### src/rtl/max_bus_master.sv
// max_bus_master: PHI2-aligned 6510-style bus cycle initiator with stolen-cycle retry.
// Define MAX_BUS_TIMEOUT_EN to abandon a request after 255 consecutive stolen cycles.
module max_bus_master #(
    parameter int PHASE_DIV = 4
) (
    input  logic        CLK,
    input  logic        RESET_N,
    input  logic        REQ_VALID,
    output logic        REQ_READY,
    input  logic        REQ_WE,
    input  logic [15:0] REQ_ADDR,
    input  logic [7:0]  REQ_WDATA,
    output logic        RSP_VALID,
    output logic [7:0]  RSP_RDATA,
    output logic        RSP_ERR,
    output logic        PHI2,
    output logic [15:0] A,
    output logic        RW,
    output logic [7:0]  D_OUT,
    output logic        D_OE,
    input  logic [7:0]  D_IN,
    input  logic        BA
);
    localparam int CW = $clog2(PHASE_DIV);
    typedef enum logic [1:0] {IDLE, WAIT, ADDR, DATA} state_t;
    state_t state, nxt;
    logic [CW-1:0] cnt;
    logic we, wrap, p1s, rise, accept, done, abort;
    assign wrap = cnt == CW'(PHASE_DIV - 1);
    // the sample point and phase-1 start share one edge: PHI2 falls as BA/D_IN are taken
    assign p1s = wrap & PHI2;
    assign rise = wrap & ~PHI2;
    assign REQ_READY = state == IDLE;
    assign accept = REQ_VALID & REQ_READY;
    assign done = (state == DATA) & p1s & BA;
`ifdef MAX_BUS_TIMEOUT_EN
    logic [7:0] retries;
    assign abort = (state == DATA) & p1s & ~BA & (retries == 8'd254);
    always_ff @(posedge CLK) begin
        if (!RESET_N) begin
            retries <= '0;
            RSP_ERR <= 1'b0;
        end else begin
            RSP_ERR <= abort;
            if (accept) retries <= '0;
            else if ((state == DATA) & p1s & ~BA) retries <= retries + 8'd1;
        end
    end
`else
    assign abort = 1'b0;
    assign RSP_ERR = 1'b0;
`endif
    always_comb begin
        nxt = state == IDLE ? (accept ? WAIT : IDLE)
            : state == WAIT ? (p1s ? ADDR : WAIT)
            : state == ADDR ? (rise ? DATA : ADDR)
            : (p1s ? ((BA | abort) ? IDLE : ADDR) : DATA);
    end
    always_ff @(posedge CLK) begin
        if (!RESET_N) begin
            state <= IDLE;
            cnt <= '0;
            PHI2 <= 1'b0;
            we <= 1'b0;
            A <= '0;
            RW <= 1'b1;
            D_OUT <= '0;
            D_OE <= 1'b0;
            RSP_VALID <= 1'b0;
            RSP_RDATA <= '0;
        end else begin
            state <= nxt;
            cnt <= wrap ? '0 : cnt + 1'b1;
            PHI2 <= PHI2 ^ wrap;
            RW <= (nxt == IDLE) | ~(accept ? REQ_WE : we);
            D_OE <= (nxt == DATA) & we;
            RSP_VALID <= done | abort;
            if (accept) begin
                we <= REQ_WE;
                A <= REQ_ADDR;
                D_OUT <= REQ_WDATA;
            end
            if (done & ~we) RSP_RDATA <= D_IN;
            if (abort) RSP_RDATA <= 8'hFF;
        end
    end
endmodule
### config.mk
export PLATFORM = sky130hd
export DESIGN_NAME = max_bus_master
export DESIGN_NICKNAME = d
export VERILOG_FILES = /design/src/rtl/max_bus_master.sv
export SDC_FILE = /design/constraint.sdc
export NUM_CORES = 1
export LEC_CHECK = 0
export ABC_AREA = 1
export CAP_MARGIN = 25
export CORE_MARGIN = 2
export CORE_UTILIZATION = 41
export DETAILED_ROUTE_END_ITERATION = 10
export PLACE_DENSITY = 0.78
export RECOVER_POWER = 50
export SLEW_MARGIN = 20
export SYNTH_ARGS = -nofsm -noshare
export SYNTH_HDL_FRONTEND = slang
export SYNTH_SLANG_ARGS = --single-unit
### constraint.sdc
create_clock -name CLK -period 1.5 [get_ports CLK]
set_clock_uncertainty 0.2 [all_clocks]
set_input_delay 0.45 -clock CLK [delete_from_list [all_inputs] [get_ports CLK]]
set_output_delay 0.45 -clock CLK [all_outputs]
set_load 0.02 [all_outputs]
==> impl_metrics.ini, run 1 <==
[sta]
fin_setup_tns_ns = -0.02579
min_period_ns = 1.526
hold_ws_ns = 0.2477
drv_slew = 0
timing.final.hold_violations = 0
max_freq_ghz = 0.6554
finalSetupViolCount = 1
grt_setup_unrepaired = true
worst_slack_ns = -0.02579
period_share_pct = 101.7

[synthesis]
syn_inst = 227
async_reset_ff_share_pct = 0
ys_seq_area_share_pct = 49.29
synth_seq_cells = 41
synth-edff-count = 0
synth.yosys.warnings = 0
synth_area_um2 = 1665
synth.distinct_cells = 25
syn_nets = 266
avgSynthCellArea_um2 = 7.336
synth_flop_cell = dfxtp_1

[worst_setup_path]
cp-startpoint = state[1]$_SDFF_PN0_
cp-end-kind = output port
path_cells = nor2_4 > buf_6
r2r-start = cnt[0]$_SDFF_PP0_
cpMaxStageDelayCell = dfxtp_2
arrival_ns = 0.88
reg2reg_setup_slack_ns = 0.06
critPathMaxStageDelay_ns = 0.34
startpoint_type = flip-flop
cp.required_ns = 0.85
critical_path_class = reg2out
critPathMaxFanout = 2

[clock_network]
cts_sinks = 41
cts_tree = yes
ctsRootBufferMaster = clkbuf_8
cts_hold_buf = 0
clkLatencyLatePin_ns = 0.30
cts_made_buffers = 5
path_clk_slew_ns = 0.08
htreeDepth = 2
cts.path.max_buffers = 2
post-cts-setup-buffers = 0

[floorplan]
die_w_um = 67.73
ioPinCount = 75
die_y_um = 67.73
start_util_pct = 42.24
die-area_um2 = 4587
rows = 23
coreArea_um2 = 3943

[placed_design]
gp_congestion = 0.7688
place_area_um2 = 2531
hpwl_mm = 2.775
io_buffers = 73

[outcome]
violations = negative setup slack
status = finished with violations

[grt]
antenna_found_initial = 0
grt_pass1_wl_mm = 5.927
gr-total-overflow = 0
grt_pass1_vias = 1367
grt_max_degree = 19
grt_use_total_pct = 17.48

[route]
first_iter_violations = 72
routed-wl-met2_mm = 1.750
wl_met1_mm = 1.502
via_per_inst = 4.404
wl_met3_um = 410
drt-total-wl_mm = 3.714
drc_errors = 0
drtPass1Iterations = 4
vias = 1603
postRouteAntennaNets = 0
highest_layer = met4
wl_per_cell_um = 10.20

[min_path]
hp-class = reg2reg
hold_start = we$_SDFF_PN0_

[flow_run]
max-cap-violations = 0

[power]
combPwrFrac_pct = 25.2
p_leak_nw = 1.215
total_power_w = 0.002800
peakVddDrop_v = 0.0009567
p_clk_share_pct = 30.2
p_int_w = 0.001994
seq_power_share_pct = 44.6
switching_share_pct = 28.79
netSwitchingPower_w = 0.0008062
powerDensity_nw_per_um2 = 1133

[final_layout]
diodes = 0
mostFrequentLayoutCells = 60 x nor2_1, 39 x dfxtp_1, 34 x clkdlybuf4s50_1
layout_commonest_cell = nor2_1
fill_cells = 355
final_nets = 353
post-route-util_pct = 62.68
syn2layout_area_growth_pct = 48.38
final_area_um2 = 2471
drive_above_1_share_pct = 23.89
[worst max-delay path: cells and delay by family (launching register included)]
kind	cells	cell delay [ns]
buf+inv	1	0.13
simple gates	1	0.13
flops	1	0.34
[cell usage after synthesis, types with 3 or more instances]
| cell type | n | area share [%] |
|---|---|---|
| nand2_1 | 32 | 7.2 |
| o21ai_0 | 4 | 1.2 |
| buf_4 | 3 | 1.4 |
| inv_1 | 33 | 7.4 |
| o21ai_1 | 18 | 5.4 |
| nor2_1 | 61 | 14 |
| nand3_1 | 10 | 3.0 |
| dfxtp_1 | 41 | 49 |
| buf_6 | 3 | 2.0 |
[cells by family after synthesis]
kind of cell | share of synthesized area (%)
simple gates | 28.02
buf+inv | 12.25
flops | 49.29
compound gates | 8.716
fa+ha+maj | 1.502
other cells | 0.2252
[final cells by class]
type                    instances  area (µm²)  share of cell area (%)
clock inverters                 2       35.03                   1.418
clock buffers                   5       68.82                   2.785
well taps                      50       62.56                   2.532
inverters                      35       131.4                   5.316
repair buffers                 89       678.2                   27.44
multi-input cells             142       671.9                   27.19
flip-flops and latches         41       823.3                   33.32
[path summary, 6_finish.rpt]
| kind | cells after the start | endpoint |
|---|---|---|
| setup / recovery | 2 | REQ_READY |
| hold / removal | 2 | D_OE$_SDFF_PN0_ |
| setup reg to reg | 7 | RSP_RDATA[2]$_SDFFE_PN0P_ |
| hold reg to reg | 2 | D_OE$_SDFF_PN0_ |
[repair_timing]
| action | in CTS | in global routing |
|---|---|---|
| hold endpoints to repair | 0 | 0 |
| pin swaps | 0 | 5 |
| endpoints found under the setup margin | 44 | 18 |
| gates cloned | 0 | 1 |
| gates resized for setup | 152 | 16 |
[stage by stage]
step | std cells | setup slack [ns]
floorplan | 227 | 0.1462
global placement | 356 | -0.2863
detailed placement | 356 | -0.3011
CTS | 363 | -0.04021
global route | 364 | -0.05960
finish | 364 | -0.02579
[power by group through the flow]
stage          clock (W)  combinational [W]  sequential, W
4_1_cts         0.000874           0.000729        0.00125
6_report        0.000846           0.000706        0.00125
3_3_place_gp           0           0.000797        0.00127
3_5_place_dp           0           0.000805        0.00128
2_1_floorplan          0           0.000304        0.00138
5_1_grt         0.000925           0.000785        0.00126
[registers in the layout, indices dropped and copies added, names as in the netlist, 2 cells and up]
signal     count
cnt            2
state          2
A             16
D_OUT          8
RSP_RDATA      8
[layer usage]
metal | track usage [%] | vias up
li1 | - | 855
met1 | 19.22 | 688
met2 | 28.55 | 55
met3 | 9.333 | 5
met4 | 6.122 | 0
met5 | 0 | -
Note: power is estimated with default switching activity, not from simulation.
==> inputs of run 2 (changes only) <==
--- a/config.mk
+++ b/config.mk
@@ -12,7 +12,9 @@
 export DETAILED_ROUTE_END_ITERATION = 10
 export PLACE_DENSITY = 0.78
 export RECOVER_POWER = 50
+export SETUP_SLACK_MARGIN = 0.4
 export SLEW_MARGIN = 20
 export SYNTH_ARGS = -nofsm -noshare
 export SYNTH_HDL_FRONTEND = slang
 export SYNTH_SLANG_ARGS = --single-unit
+export TNS_END_PERCENT = 5
==> run 2 against run 1 <==
The flow still finishes with violations (negative setup slack). Global-route usage increased by 3.0 points. Cell area increased by 24%. Register-to-register slack got worse by 0.10 ns. Combinational power increased by 49%. Worst setup slack got worse by 0.019 ns. Cell count increased by 1.4%. Utilization increased by 15 points. Largest cell class is now buffers. Largest power group unchanged.
==> impl_metrics.ini, run 2 (synthesized netlist as in run 1, its figures left out) <==
[outcome]
status = finished with violations
violations = negative setup slack

[grt]
grt_util_met1_pct = 22.39
grt_pass1_wl_mm = 6.948
grt_pass1_vias = 1623
gr-total-overflow = 0
grtUsageMet2_pct = 35.17
grt_use_total_pct = 20.48
grt_max_degree = 22
grt-busiest-layer = met2
antenna_found_initial = 0
gr-usage-met3_pct = 9.167

[floorplan]
start_util_pct = 42.24
die_y_um = 67.73
coreArea_um2 = 3943
rows = 23
die_w_um = 67.73
ioPinCount = 75
die-area_um2 = 4587

[clock_network]
cts.path.max_buffers = 2
path_clk_slew_ns = 0.08
cts_tree = yes
htreeDepth = 2
cts_sinks = 41
cts_hold_buf = 0
cts_made_buffers = 5
ctsRootBufferMaster = clkbuf_8
clkLatencyLatePin_ns = 0.28

[final_layout]
post-route-util_pct = 77.91
largest_reg_flops = 16
layout_commonest_cell = nor2_1
largest_register = A
diodes = 0
syn2layout_area_growth_pct = 84.45
reg_top3 = A (16), D_OUT (8), RSP_RDATA (8)
drive_above_1_share_pct = 48.28
final_nets = 358
mostFrequentLayoutCells = 52 x nor2_1, 42 x buf_6, 39 x dfxtp_2

[worst_setup_path]
arrival_ns = 1.52
path_cells = nor2_4 > buf_4 > buf_6 > nand2_8 > inv_8 > clkbuf_16 > nor2_1 > nor2_1
cp.required_ns = 1.48
critPathMaxFanout = 10
cpMaxStageDelayCell = dfxtp_2
cp-end-kind = flip-flop
startpoint_type = flip-flop
crit_path_frequent_cell = nor2_1
critical_path_class = reg2reg
critPathMaxStageDelay_ns = 0.38

[sta]
timing.final.hold_violations = 0
max_freq_ghz = 0.6475
drv_slew = 0
worst_slack_ns = -0.04444
grt_setup_unrepaired = true
fin_setup_tns_ns = -0.07903
period_share_pct = 103.0
min_period_ns = 1.544
finalSetupViolCount = 2

[route]
wl_per_cell_um = 13.13
first_iter_violations = 57
drtPass1Iterations = 4
vias = 1683
via_per_inst = 4.561
postRouteAntennaNets = 0
drt-total-wl_mm = 4.845
drc_errors = 0

[placed_design]
io_buffers = 73
gp_congestion = 0.7098
hpwl_mm = 2.935

[power]
p_leak_nw = 1.370
peakVddDrop_v = 0.0007698
powerDensity_nw_per_um2 = 1045

[flow_run]
max-cap-violations = 0

[min_path]
hp-class = reg2reg
[run 2: power breakdown]
part	leakage (nW)	switching [W]	internal, W
clock network	0.0540	0.000371	0.000484
logic	0.964	0.000503	0.000548
registers	0.352	0.0000875	0.00122
[run 2: final cells by class]
class	count	area (µm²)
Timing Repair Buffer	94	1046
Sequential cell	41	873.3
Fill cell	267	870.8
Multi-Input combinational cell	142	845.8
Inverter	35	140.1
Clock buffer	5	68.82
Tap cell	50	62.56
Clock inverter	2	35.03
[run 2: path summary, 6_finish.rpt]
path / startpoint / endpoint / slack [ns] / depth (start not counted)
setup / recovery: state[1]$_SDFF_PN0_ / A[7]$_SDFFE_PN0N_ / -0.04 / 8
hold / removal: we$_SDFF_PN0_ / D_OE$_SDFF_PN0_ / 0.24 / 2
hold reg to reg: we$_SDFF_PN0_ / D_OE$_SDFF_PN0_ / 0.24 / 2
setup reg to reg: state[1]$_SDFF_PN0_ / A[7]$_SDFFE_PN0N_ / -0.04 / 8
[run 2: what timing repair did]
action,CTS,global route
pin swaps,25,2
setup endpoints to repair,78,78
setup buffers,1,0
cloned,1,4
gates resized for setup,321,11
[run 2: stage by stage]
step | hold WS (ns) | setup WS [ns] | cell area, µm² | total power (W) | std cells
6_report | 0.2380 | -0.04444 | 3072 | 0.003210 | 369
5_1_grt | 0.2647 | -0.07831 | 3072 | 0.003362 | 369
4_1_cts | 0.2340 | -0.01736 | 2949 | 0.003109 | 365
3_5_place_dp | 0.2300 | -0.3565 | 2532 | 0.002083 | 356
3_3_place_gp | 0.2283 | -0.3201 | 2532 | 0.002064 | 356
2_1_floorplan | 0.2207 | 0.1671 | 1667 | 0.001689 | 227
[run 2: critical path: cells and delay by family (launching register included)]
kind | cells | cell delay (ns)
and+or+nand+nor | 4 | 0.38
DFF | 1 | 0.38
buffers and inverters | 4 | 0.48
[run 2: layer usage]
| layer | vias up | share of wire [%] |
|---|---|---|
| met4 | 0 | 0.74 |
| met2 | 54 | 54 |
| met3 | 4 | 7.2 |
| met5 | - | 0 |
| li1 | 867 | - |
| met1 | 758 | 38 |
==> inputs of run 3 (changes only) <==
--- a/config.mk
+++ b/config.mk
@@ -9,11 +9,11 @@
 export CAP_MARGIN = 25
 export CORE_MARGIN = 2
 export CORE_UTILIZATION = 41
+export CTS_CLUSTER_DIAMETER = 150
 export DETAILED_ROUTE_END_ITERATION = 10
 export PLACE_DENSITY = 0.78
 export RECOVER_POWER = 50
 export SETUP_SLACK_MARGIN = 0.4
-export SLEW_MARGIN = 20
 export SYNTH_ARGS = -nofsm -noshare
 export SYNTH_HDL_FRONTEND = slang
 export SYNTH_SLANG_ARGS = --single-unit
==> constraint.sdc (replaced) <==
create_clock -name CLK -period 1.5 [get_ports CLK]
set_clock_uncertainty 0.2 [all_clocks]
set_input_delay 0.45 -clock CLK [delete_from_list [all_inputs] [get_ports CLK]]
set_output_delay 0.45 -clock CLK [all_outputs]
set_load 0.01 [all_outputs]
==> run 3 against run 2 <==
The flow still finishes with violations (negative setup slack). Combinational power barely moved. First-iteration DRC count up 120%. Maximum frequency increased by 2.2%. Via count rose by 6.9%. Sequential power is essentially flat. Critical path depth shrank 6. Worst setup slack gained 0.034 ns. Sequential share of layout area shrank 1.2 points. Utilization is 4.1 points higher. Worst hold slack better by 0.0095 ns. Critical path type is now reg2out. Largest cell class unchanged. Largest power group unchanged.
==> impl_metrics.ini, run 3 (synthesized netlist as in run 1, its figures left out) <==
[grt]
grt_max_degree = 20
grt_pass1_wl_mm = 6.796
gr-total-overflow = 0
grt_use_total_pct = 20.15
antenna_found_initial = 0
grt_pass1_vias = 1540

[final_layout]
layout_commonest_cell = buf_6
syn2layout_area_growth_pct = 94.06
final_cells = 373
fill_cells = 225
drive_above_1_share_pct = 55.11
largest_reg_flops = 16
largest_register = A
mostFrequentLayoutCells = 43 x buf_6, 39 x nor2_1, 36 x dfxtp_2
reg_top3 = A (16), D_OUT (8), RSP_RDATA (8)
diodes = 0
final_nets = 361

[flow_run]
max-cap-violations = 0

[placed_design]
dp_cells = 355
gp_congestion = 0.7772
hpwl_mm = 2.854
io_buffers = 73
pre_cts_slack_ns = -0.3475

[floorplan]
die_w_um = 67.73
die_y_um = 67.73
rows = 23
ioPinCount = 75
coreArea_um2 = 3943
die-area_um2 = 4587
start_util_pct = 42.24

[worst_setup_path]
critical_path_class = reg2out
path_cells = nor2_4 > buf_6
r2r-start = state[1]$_SDFF_PN0_
cpMaxStageDelayCell = dfxtp_2
startpoint_type = flip-flop
arrival_ns = 0.86
cp.required_ns = 0.85
reg2reg_setup_slack_ns = 0.01
critPathMaxStageDelay_ns = 0.34
cp-end-kind = output port
critPathMaxFanout = 2
reg2reg_depth = 7
rr_endpoint = D_OUT[3]$_SDFFE_PN0N_

[clock_network]
clkLatencyLatePin_ns = 0.30
cts.path.max_buffers = 2
cts_made_buffers = 5
path_clk_slew_ns = 0.09
htreeDepth = 2
cts_sinks = 41
cts_tree = yes
cts_hold_buf = 0
ctsRootBufferMaster = clkbuf_8

[route]
postRouteAntennaNets = 0
first_iter_violations = 127
vias = 1799
drtPass1Iterations = 4
via_per_inst = 4.823
wl_per_cell_um = 14.61
drc_errors = 0
drt-total-wl_mm = 5.450

[power]
p_leak_nw = 1.414
powerDensity_nw_per_um2 = 1069
peakVddDrop_v = 0.0008933

[sta]
drv_slew = 0
max_freq_ghz = 0.6620
worst_slack_ns = -0.01052
grt_setup_unrepaired = true
period_share_pct = 100.7
timing.final.hold_violations = 0
min_period_ns = 1.511
finalSetupViolCount = 1

[min_path]
hold_end = D_OE$_SDFF_PN0_
hold_start = we$_SDFF_PN0_
hp-class = reg2reg
holdPathStages = 2

[outcome]
status = finished with violations
violations = negative setup slack
run 3: cell count changes in the layout (fill, tap and decap cells not counted), sizes merged:
cell	delta
buf	+2
bufinv	+1
clkbuf	+1
clkdlybuf4s25	-1
clkinv	+1
inv	-1
nand2	+1
run 3: timing repair:
item                                    in CTS  in global routing
gates resized for setup                    271                 49
hold endpoints to repair                     0                  0
pin swaps                                   21                 36
cloned                                       1                  6
buffers inserted                             2                  1
endpoints found under the setup margin      78                 78
run 3: metrics by stage:
stage	power, W	area [µm²]	utilization [%]	hold slack (ns)	setup TNS (ns)
6_report	0.003454	3232	81.97	0.2475	-0.01052
5_1_grt	0.003575	3232	81.97	0.2629	-0.1645
4_1_cts	0.003201	2953	74.90	0.2416	-0.01217
3_5_place_dp	0.002009	2542	64.49	0.2292	-9.611
3_3_place_gp	0.001992	2542	64.49	0.2282	-8.970
2_1_floorplan	0.001620	1674	-	0.2207	0
run 3: power by group:
part	switching, W	internal (W)	total (W)	leakage, nW
registers	0.000104	0.00122	0.00132	0.353
logic	0.000483	0.000589	0.00107	0.993
clock network	0.000399	0.000662	0.00106	0.0681
run 3: final cells by class:
class | count | area, µm² | area share, %
Inverter | 35 | 147.6 | 4.568
Sequential cell | 41 | 880.8 | 27.26
Tap cell | 50 | 62.56 | 1.936
Clock inverter | 3 | 65.06 | 2.013
Timing Repair Buffer | 96 | 1080 | 33.41
Multi-Input combinational cell | 143 | 927.1 | 28.69
Clock buffer | 5 | 68.82 | 2.129
run 3: how the worst max path moves through the flow:
stage,from,end,slack [ns],cells after the start
2_1_floorplan,state[1]$_SDFF_PN0_,A[0]$_SDFFE_PN0N_,0.22,6
3_3_place_gp,BA,RSP_RDATA[2]$_SDFFE_PN0P_,-0.31,6
3_5_place_dp,BA,RSP_RDATA[7]$_SDFFE_PN0P_,-0.35,6
4_1_cts,state[0]$_SDFF_PN0_,REQ_READY,-0.01,2
5_1_grt,state[1]$_SDFF_PN0_,A[3]$_SDFFE_PN0N_,-0.05,8
6_report,state[1]$_SDFF_PN0_,REQ_READY,-0.01,2
run 3: layer usage:
layer  global-route usage, %  vias up  part of all wire [%]
met2                   34.93       75                    54
met1                   21.03      839                    36
li1                        -      873                     -
met5                       0        -                     0
met4                   8.673        0                   2.7
met3                   8.833       12                   7.1
run 3: worst max-delay path: cells and delay by family, from the launching register on:
kind,cells,cell delay (ns)
buffers and inverters,1,0.11
DFF,1,0.34
and+or+nand+nor,1,0.13
